==> src/rtl/tis_pkg.sv <==
// Shared opcode field codes and sequencer state encoding for the TIS-100 node.
package tis_pkg;

  localparam logic [3:0] PC_NEXT = 4'd0;
  localparam logic [3:0] PC_JMP  = 4'd1;
  localparam logic [3:0] PC_JEZ  = 4'd2;
  localparam logic [3:0] PC_JNZ  = 4'd3;
  localparam logic [3:0] PC_JGZ  = 4'd4;
  localparam logic [3:0] PC_JLZ  = 4'd5;
  localparam logic [3:0] PC_JRO  = 4'd6;

  localparam logic [1:0] SRC_CONST = 2'd0;
  localparam logic [1:0] SRC_ACC   = 2'd1;
  localparam logic [1:0] SRC_PORT  = 2'd2;
  localparam logic [1:0] SRC_NIL   = 2'd3;

  localparam logic DST_INT  = 1'b0;
  localparam logic DST_PORT = 1'b1;

  localparam logic [1:0] REG_NONE = 2'd0;
  localparam logic [1:0] REG_ACC  = 2'd1;
  localparam logic [1:0] REG_SAV  = 2'd2;
  localparam logic [1:0] REG_SWP  = 2'd3;

  typedef enum logic [2:0] {
    ST_IDLE,
    ST_FETCH,
    ST_EXEC,
    ST_WAIT_IN,
    ST_WAIT_OUT
  } seq_state_e;

endpackage

==> src/rtl/tis_node_seq_if.sv <==
// Blocking input/output port handshake between the node sequencer and its neighbours.
interface tis_node_seq_if #(
  parameter int DATA_W = 11
);
  logic                     in_valid;
  logic                     in_ready;
  logic signed [DATA_W-1:0] out_data;
  logic                     out_valid;
  logic                     out_ready;

  modport master (
    input  in_valid, out_ready,
    output in_ready, out_data, out_valid
  );

  modport slave (
    output in_valid, out_ready,
    input  in_ready, out_data, out_valid
  );
endinterface

==> src/rtl/tis_pc_next.sv <==
// Combinational next-PC: sequential wrap, conditional/absolute jumps, saturating JRO.
module tis_pc_next
  import tis_pkg::*;
#(
  parameter int PC_W   = 4,
  parameter int DATA_W = 11
) (
  input  logic [PC_W-1:0]          pc_i,
  input  logic [PC_W:0]            prog_len_i,
  input  logic [3:0]               pc_instr_i,
  input  logic signed [DATA_W-1:0] const_val_i,
  input  logic signed [DATA_W-1:0] acc_i,
  input  logic signed [DATA_W-1:0] src_val_i,
  output logic [PC_W-1:0]          pc_next_o
);

  logic [PC_W:0]          inc;
  logic [PC_W:0]          tgt;
  logic [PC_W:0]          lenm1;
  logic signed [DATA_W:0] jro_sum;
  logic signed [DATA_W:0] len_s;
  logic                   take;
  logic                   unused_ok;

  assign unused_ok = ^{const_val_i[DATA_W-1:PC_W], lenm1[PC_W]};

  always_comb begin
    inc     = {1'b0, pc_i} + (PC_W+1)'(1);
    tgt     = {1'b0, const_val_i[PC_W-1:0]};
    lenm1   = prog_len_i - (PC_W+1)'(1);
    // pc is zero-extended, src_val sign-extended, so the sum cannot overflow
    jro_sum = $signed({{(DATA_W-PC_W+1){1'b0}}, pc_i}) + $signed({src_val_i[DATA_W-1], src_val_i});
    len_s   = $signed({{(DATA_W-PC_W){1'b0}}, prog_len_i});

    take = 1'b0;
    case (pc_instr_i)
      PC_JMP:  take = 1'b1;
      PC_JEZ:  take = (acc_i == '0);
      PC_JNZ:  take = (acc_i != '0);
      PC_JGZ:  take = !acc_i[DATA_W-1] && (acc_i != '0);
      PC_JLZ:  take = acc_i[DATA_W-1];
      default: take = 1'b0;
    endcase

    if (pc_instr_i == PC_JRO) begin
      if (jro_sum[DATA_W])        pc_next_o = '0;
      else if (jro_sum >= len_s)  pc_next_o = lenm1[PC_W-1:0];
      else                        pc_next_o = jro_sum[PC_W-1:0];
    end else if (take) begin
      pc_next_o = (tgt >= prog_len_i) ? '0 : tgt[PC_W-1:0];
    end else begin
      pc_next_o = (inc >= prog_len_i) ? '0 : inc[PC_W-1:0];
    end
  end

endmodule

==> src/rtl/tis_node_seq.sv <==
// TIS-100 node execution sequencer: fetch, execute, blocking port waits, commit strobes.
module tis_node_seq
  import tis_pkg::*;
#(
  parameter int PC_W   = 4,
  parameter int DATA_W = 11
) (
  input  logic                     clk,
  input  logic                     rst_n,
  input  logic                     run,
  input  logic [PC_W:0]            prog_len,
  output logic [PC_W-1:0]          pc,
  output logic                     instr_rd,
  input  logic [3:0]               pc_instr,
  input  logic [1:0]               alu_instr,
  input  logic [1:0]               registers_instr,
  input  logic [1:0]               in_mux_sel,
  input  logic                     out_mux_sel,
  input  logic signed [DATA_W-1:0] const_val,
  input  logic signed [DATA_W-1:0] acc,
  input  logic signed [DATA_W-1:0] src_val,
  tis_node_seq_if.master           port_if,
  output logic                     acc_we,
  output logic                     bak_we,
  output logic                     swap,
  output logic [1:0]               alu_op,
  output logic                     commit
);

  seq_state_e               state_q, state_d;
  logic [PC_W-1:0]          pc_q, pc_d, pc_nxt;
  logic signed [DATA_W-1:0] out_data_q, out_data_d;
  logic                     out_valid_q, out_valid_d;
  logic [1:0]               alu_op_q, alu_op_d;
  logic                     in_ready;
  logic                     src_port;
  logic                     dst_port;

  tis_pc_next #(.PC_W(PC_W), .DATA_W(DATA_W)) u_pc_next (
    .pc_i        (pc_q),
    .prog_len_i  (prog_len),
    .pc_instr_i  (pc_instr),
    .const_val_i (const_val),
    .acc_i       (acc),
    .src_val_i   (src_val),
    .pc_next_o   (pc_nxt)
  );

  assign src_port = (in_mux_sel == SRC_PORT);
  assign dst_port = (out_mux_sel == DST_PORT);

  always_comb begin
    state_d     = state_q;
    pc_d        = pc_q;
    out_data_d  = out_data_q;
    out_valid_d = out_valid_q;
    alu_op_d    = alu_op_q;
    instr_rd    = 1'b0;
    in_ready    = 1'b0;
    commit      = 1'b0;

    case (state_q)
      ST_IDLE: state_d = ST_FETCH;
      ST_FETCH: begin
        if (run) begin
          instr_rd = 1'b1;
          state_d  = ST_EXEC;
        end
      end
      ST_EXEC, ST_WAIT_IN: begin
        if (state_q == ST_EXEC) alu_op_d = alu_instr;
        // A port source is consumed before any port destination is offered
        if (src_port && !port_if.in_valid) begin
          state_d = ST_WAIT_IN;
        end else begin
          in_ready = src_port;
          if (dst_port) begin
            out_data_d  = src_val;
            out_valid_d = 1'b1;
            state_d     = ST_WAIT_OUT;
          end else begin
            commit  = 1'b1;
            pc_d    = pc_nxt;
            state_d = ST_FETCH;
          end
        end
      end
      ST_WAIT_OUT: begin
        if (port_if.out_ready) begin
          out_valid_d = 1'b0;
          commit      = 1'b1;
          pc_d        = pc_nxt;
          state_d     = ST_FETCH;
        end
      end
      default: state_d = ST_IDLE;
    endcase
  end

  assign acc_we = commit && (registers_instr == REG_ACC);
  assign bak_we = commit && (registers_instr == REG_SAV);
  assign swap   = commit && (registers_instr == REG_SWP);

  always_ff @(posedge clk) begin
    if (!rst_n) begin
      state_q     <= ST_IDLE;
      pc_q        <= '0;
      out_data_q  <= '0;
      out_valid_q <= 1'b0;
      alu_op_q    <= '0;
    end else begin
      state_q     <= state_d;
      pc_q        <= pc_d;
      out_data_q  <= out_data_d;
      out_valid_q <= out_valid_d;
      alu_op_q    <= alu_op_d;
    end
  end

  assign pc                = pc_q;
  assign alu_op            = alu_op_q;
  assign port_if.in_ready  = in_ready;
  assign port_if.out_data  = out_data_q;
  assign port_if.out_valid = out_valid_q;

endmodule

==> src/flat_wrapper.sv <==
// flat-port wrapper written by rule: the top's interface ports become plain ports
module tis_node_seq_flat import tis_pkg::*;
#(
  parameter int PC_W   = 4,
  parameter int DATA_W = 11
)
  (clk, rst_n, run, prog_len, pc, instr_rd, pc_instr, alu_instr, registers_instr, in_mux_sel, out_mux_sel, const_val, acc, src_val, acc_we, bak_we, swap, alu_op, commit, port_if_in_valid, port_if_out_ready, port_if_in_ready, port_if_out_data, port_if_out_valid);
  tis_node_seq_if #(.DATA_W(DATA_W)) port_if_i ();
  input  logic clk;
  input  logic rst_n;
  input  logic run;
  input  logic [PC_W:0] prog_len;
  output logic [PC_W-1:0] pc;
  output logic instr_rd;
  input  logic [3:0] pc_instr;
  input  logic [1:0] alu_instr;
  input  logic [1:0] registers_instr;
  input  logic [1:0] in_mux_sel;
  input  logic out_mux_sel;
  input  logic signed [DATA_W-1:0] const_val;
  input  logic signed [DATA_W-1:0] acc;
  input  logic signed [DATA_W-1:0] src_val;
  output logic acc_we;
  output logic bak_we;
  output logic swap;
  output logic [1:0] alu_op;
  output logic commit;
  input wire logic [$bits(port_if_i.in_valid)-1:0] port_if_in_valid;
  input wire logic [$bits(port_if_i.out_ready)-1:0] port_if_out_ready;
  output wire logic [$bits(port_if_i.in_ready)-1:0] port_if_in_ready;
  output wire logic [$bits(port_if_i.out_data)-1:0] port_if_out_data;
  output wire logic [$bits(port_if_i.out_valid)-1:0] port_if_out_valid;
  assign port_if_i.in_valid = port_if_in_valid;
  assign port_if_i.out_ready = port_if_out_ready;
  assign port_if_in_ready = port_if_i.in_ready;
  assign port_if_out_data = port_if_i.out_data;
  assign port_if_out_valid = port_if_i.out_valid;
  tis_node_seq #(.PC_W(PC_W), .DATA_W(DATA_W)) u_core (.clk(clk), .rst_n(rst_n), .run(run), .prog_len(prog_len), .pc(pc), .instr_rd(instr_rd), .pc_instr(pc_instr), .alu_instr(alu_instr), .registers_instr(registers_instr), .in_mux_sel(in_mux_sel), .out_mux_sel(out_mux_sel), .const_val(const_val), .acc(acc), .src_val(src_val), .port_if(port_if_i), .acc_we(acc_we), .bak_we(bak_we), .swap(swap), .alu_op(alu_op), .commit(commit));
endmodule
==> config.mk <==
export PLATFORM = sky130hd
export DESIGN_NAME = tis_node_seq_flat
export DESIGN_NICKNAME = d
export VERILOG_FILES = /design/src/rtl/tis_pkg.sv /design/src/rtl/tis_node_seq_if.sv /design/src/rtl/tis_pc_next.sv /design/src/rtl/tis_node_seq.sv /design/src/flat_wrapper.sv
export SDC_FILE = /design/constraint.sdc
export NUM_CORES = 1
export LEC_CHECK = 0
export ABC_AREA = 1
export CORE_MARGIN = 4
export CORE_UTILIZATION = 49
export DETAILED_ROUTE_END_ITERATION = 12
export GPL_ROUTABILITY_DRIVEN = 0
export PLACE_DENSITY = 0.87
export SLEW_MARGIN = 20
export SYNTH_ARGS = -nofsm -noshare
export SYNTH_HDL_FRONTEND = slang
export SYNTH_HIERARCHICAL = 1
export SYNTH_SLANG_ARGS = --single-unit
export TNS_END_PERCENT = 100
==> constraint.sdc <==
create_clock -name clk -period 9 [get_ports clk]
set_clock_uncertainty 0.1 [all_clocks]
set_input_delay 2.25 -clock clk [delete_from_list [all_inputs] [get_ports clk]]
set_output_delay 2.25 -clock clk [all_outputs]
set_load 0.03 [all_outputs]
## Yosys cells after proc, flatten, opt, wreduce, memory -nomap -nowiden

Index checks and enable logic that the tools add are counted.

- Multiplexer cells: 28
- Shift-type cells: 0
- Bitwise operators: 1
- $mul: 0
- Add/sub/neg operators: 3
- $lt $le $gt $ge: 3
- Eq/ne operators: 19
- Reductions and logical operators: 17
- Divide/modulo/power cells: 0

Operator list:

| kind | number |
|---|---|
| $mux 4 | 9 |
| $add 5x11->12 | 1 |
| $eq 4x3->1 const B | 3 |
| $ge 12x6->1 | 1 |
| $mux 3 | 4 |
| $pmux 3 s4 | 1 |
| $logic_not 11->1 | 1 |
| $reduce_bool 11->1 | 1 |
| $mux 1 | 10 |
| $ne 2x2->1 const B | 5 |
| $eq 4x2->1 const B | 2 |
| $pmux 4 s2 | 1 |
| $reduce_and 4->1 | 2 |
| $eq 2x2->1 const B | 3 |
| $eq 3x2->1 const B | 2 |
| $add 4x1->5 const B | 1 |
| $ge 4x5->1 | 1 |
| $ge 5x5->1 | 1 |
| $logic_and 1x1->1 | 5 |
| $pmux 1 s5 | 1 |
| $eq 4x1->1 const B | 1 |
| $pmux 1 s2 | 2 |
| $reduce_and 2->1 | 2 |
| $sub 4x1->4 const B | 1 |
| other kinds (9) | 10 |

- Register bits: 21
- Bits in read-only memories: 0
- Logic and storage cells: 76
- Bits in latches: 0
- RAM bits: 0
- Memories kept: 0

## Depth between registers and ports, before layout

- Word-level depth: 8
- Mapped depth: 20

## Hierarchy

The synthesis kept the hierarchy.

Modules (own cells, without submodules):

| module | times used | sequential area each (sq um) | cells each | area each (sq um) |
|---|---|---|---|---|
| tis_pc_next | 1 | 0.0 | 203 | 1143.6 |
| tis_node_seq | 1 | 420.4 | 133 | 982.2 |

## Worst setup path after synthesis

No wires, ideal clock.

- Kind: input-to-output
- Start: in port_if_in_valid
- End: out port_if_in_ready
- Path buffers: 0
- Setup slack: 3.374 ns
- Arrival: 3.276 ns
- Cell stages on the path: 2
- Required time: 6.650 ns
- Cells stage by stage: inv_1 -> nor4_1

- Cells in the longest elaborated chain, start to end: 4

RTL lines:

| item | RTL line | text |
|---|---|---|
| start: declaration | flat_wrapper.sv:28 | `input wire logic [$bits(port_if_i.in_valid)-1:0] port_if_in_valid;` |
| $logic_not 1->1 | tis_node_seq.sv:73 | `if (src_port && !port_if.in_valid) begin` |
| $logic_and 1x1->1 | tis_node_seq.sv:73 |  |
| $mux 1 | tis_node_seq.sv:73 |  |
| $mux 1 | tis_node_seq.sv:62 | `case (state_q)` |
| end: declaration | flat_wrapper.sv:30 | `output wire logic [$bits(port_if_i.in_ready)-1:0] port_if_in_ready;` |

Every way passes these cells.

## Final worst setup path

- Start: in in_mux_sel[0]
- End: out bak_we

- Cells in the longest elaborated chain, start to end: 5

RTL lines:

| item | RTL line | text |
|---|---|---|
| start: declaration | flat_wrapper.sv:18 | `input logic [1:0] in_mux_sel;` |
| $eq 2x2->1 | tis_node_seq.sv:49 | `assign src_port = (in_mux_sel == SRC_PORT);` |
| $logic_and 1x1->1 | tis_node_seq.sv:73 |  |
| $mux 1 | tis_node_seq.sv:73 |  |
| $pmux 1 s2 | tis_node_seq.sv:62 |  |
| $logic_and 1x1->1 | tis_node_seq.sv:101 | `assign bak_we = commit && (registers_instr == REG_SAV);` |
| end: declaration | flat_wrapper.sv:24 | `output logic bak_we;` |

Every way passes these cells.

==> impl_metrics.tcl <==
set metrics [dict create \
    area_growth_pct 36.32 \
    worstHoldStart "u_core/alu_op[1]" \
    avgSynthCellArea_sq_um 6.327 \
    first_global_vias 2139 \
    post-dp-hpwl_mm 4.644 \
    p_leak_uw 0.001387 \
    worst_setup_path_start_kind "input port" \
    cts-resized-gates 0 \
    clk_latency_ns 0.26 \
    synth_seq_cells 21 \
    period_minus_slack_ns 6.354 \
    hold_class "flip-flop to flip-flop" \
    worstSetupPathType "input port to primary output" \
    syn-num-nets 411 \
    postCtsSetupRepairBufs 0 \
    io_buffer_count 70 \
    hold_viol 0 \
    postRouteAntennaNets 0 \
    tns_ns 0 \
    cp_data_arrival_time_ns 4.00 \
    via_per_inst 5.149 \
    die_w_um 73.87 \
    clk_path_buf_depth 2 \
    worstHoldEndpoint "u_core/alu_op[1]" \
    ir_drop_mv 0.1297 \
    core_sq_um 4086 \
    wl_mm 5.593 \
    ff2ff_path_depth 17 \
    die-area_sq_um 5456 \
    total_power_uw 339.3 \
    start_util_pct 52.02 \
    drv_cap 0 \
    powerDensity_nw_per_um2 117.1 \
    rsz0062_at_grt "false" \
    r2r_slack_ns 6.05 \
    fillers 368 \
    maxSlewViolCount 0 \
    io_pins 78 \
    grt_max_degree 14 \
    status "finished clean" \
    antenna_found_initial 0 \
    yosysWarnings 6 \
    vias 2343 \
    cts_tree "built" \
    nNetsFinal 481 \
    drive_gt1_share_pct 7.654 \
    crit_fanout 13 \
    synth_edf_count 0 \
    period_share_pct 70.60 \
    yosysUniqueCellTypes 31 \
    cp-end-kind "primary output" \
    reg2reg_from "u_core/pc[2]" \
    syn_area_sq_um 2126 \
    cp.required_ns 6.65 \
    dr.pass1.iters 4 \
    grt-ovfl-total 0 \
    drcViolationCount 0 \
    clockRootBuffer "clkbuf_8" \
    numCtsBuffers 3 \
    fmax_mhz 157.4 \
    worstMarginPinSlew_ns 0.3503 \
    rows 23 \
    grt_pass1_wl_mm 8.887 \
    r2r_end "u_core/pc[2]" \
    postSynthCellCount 336 \
    post-place-ws_ns 2.635 \
    grtUsageTotal_pct 20.25 \
    ys_dominant_reg_cell "dfxtp_1" \
    async_reset_ff_share_pct 0 \
    clkSinkCount 21 \
    finalSetupViolCount 0 \
    slew_headroom_pct 76.40 \
    cts-htree-levels 1 \
    post_drt_wl_per_cell_um 12.29 \
    hold_depth 2 \
    antenna_cells 0 \
    timing.final.ws_setup_ns 2.646 \
    die_y_um 73.87 \
    yosysSeqAreaShare_pct 19.78 \
    cts_hold_buf 0 \
    drtIter0Drc 148 \
    clk_pin_slew_ns 0.07 \
]
logic make-up (layout without fill, tap and decap cells):
kind of cell               count (synthesis)  in the layout  synth area share (%)
DFF                                       21             21                 19.78
AOI/OAI and AO/OA                         35             35                 8.593
buffers and inverters                     61            130                 11.59
adders and majority gates                 21             21                 12.71
xor gates and xnor gates                   7              7                 2.884
and+or+nand+nor                          191            191                 44.44
metrics by stage:
stage	hold slack [ns]	cell area, sq um	utilization (%)	std cells
global route	0.3730	2898	70.91	455
detailed placement	0.3395	2853	69.81	451
finish	0.3456	2898	70.91	455
global placement	0.3328	2853	69.81	451
CTS	0.3478	2898	70.91	455
floorplan	0.3714	2126	-	336
worst max-delay path, stage by stage:
cell	delay, ns
clkdlybuf4s50_1	0.49
nand3b_4	0.23
nand2_4	0.12
nand2_4	0.08
nand2_1	0.05
nor2_1	0.09
clkdlybuf4s50_1	0.67
report_power, final:
part	switching, uW	internal, uW
registers	9.30	102
clock network	28.7	31.5
logic	94.6	72.8
total	133	207
how the worst max path moves through the flow:
stage	from	endpoint	slack (ns)
CTS	in_mux_sel[0]	bak_we	2.63
global placement	in_mux_sel[0]	acc_we	2.66
global route	in_mux_sel[0]	bak_we	2.53
finish	in_mux_sel[0]	bak_we	2.65
floorplan	port_if_in_valid	port_if_in_ready	3.37
detailed placement	in_mux_sel[0]	bak_we	2.63
area by class of cell:
type,instances,area [sq um],share of cell area (%)
Tap cell,50,62.56,2.159
Clock buffer,4,45.04,1.554
Multi-Input combinational cell,254,1459,50.35
Sequential cell,21,420.4,14.51
Timing Repair Buffer,70,700.7,24.18
Inverter,56,210.2,7.254
synthesized netlist by cell type, types with 3 or more instances:
cell type / n / area (sq um)
a21oi_1: 27 / 135.1
dfxtp_1: 21 / 420.4
ha_1: 20 / 250.2
inv_1: 53 / 198.9
inv_2: 3 / 11.26
nand2_1: 77 / 289.0
nand2_2: 10 / 62.56
nand2_4: 3 / 33.78
nand3_1: 46 / 230.2
nand3_2: 3 / 30.03
nand3b_1: 3 / 22.52
nand4_1: 9 / 56.30
nor2_1: 23 / 86.33
nor2_2: 5 / 31.28
nor2_4: 3 / 33.78
o21ai_0: 4 / 20.02
xor2_1: 5 / 43.79
placed cells by master (no fill, tap or decap), types with 4 or more instances in the layout:
cell	instances
xor2_1	5
nor2_1	23
nand4_1	9
clkdlybuf4s50_1	70
nand3_1	46
nand2_2	10
inv_1	53
nor2_2	5
dfxtp_1	21
o21ai_0	4
a21oi_1	27
ha_1	20
nand2_1	77
layer usage:
metal  part of all wire (%)  global-route usage (%)  wire length (um)  vias to the layer above
met1                     42                   23.68              2354                     1038
li1                       -                       -                 -                     1224
met5                      0                       0                 0                        -
met4                   0.75                   3.622                42                        0
met2                     49                   36.32              2726                       75
met3                    8.4                   6.293               469                        6
sequential cells by signal, indices dropped and copies added, names as in the netlist:
register	count
u_core/port_if.out_data	11
u_core/pc	4
u_core/state_q	3
u_core/alu_op	2
u_core/port_if.out_valid	1
(Power assumes the default switching activity.)
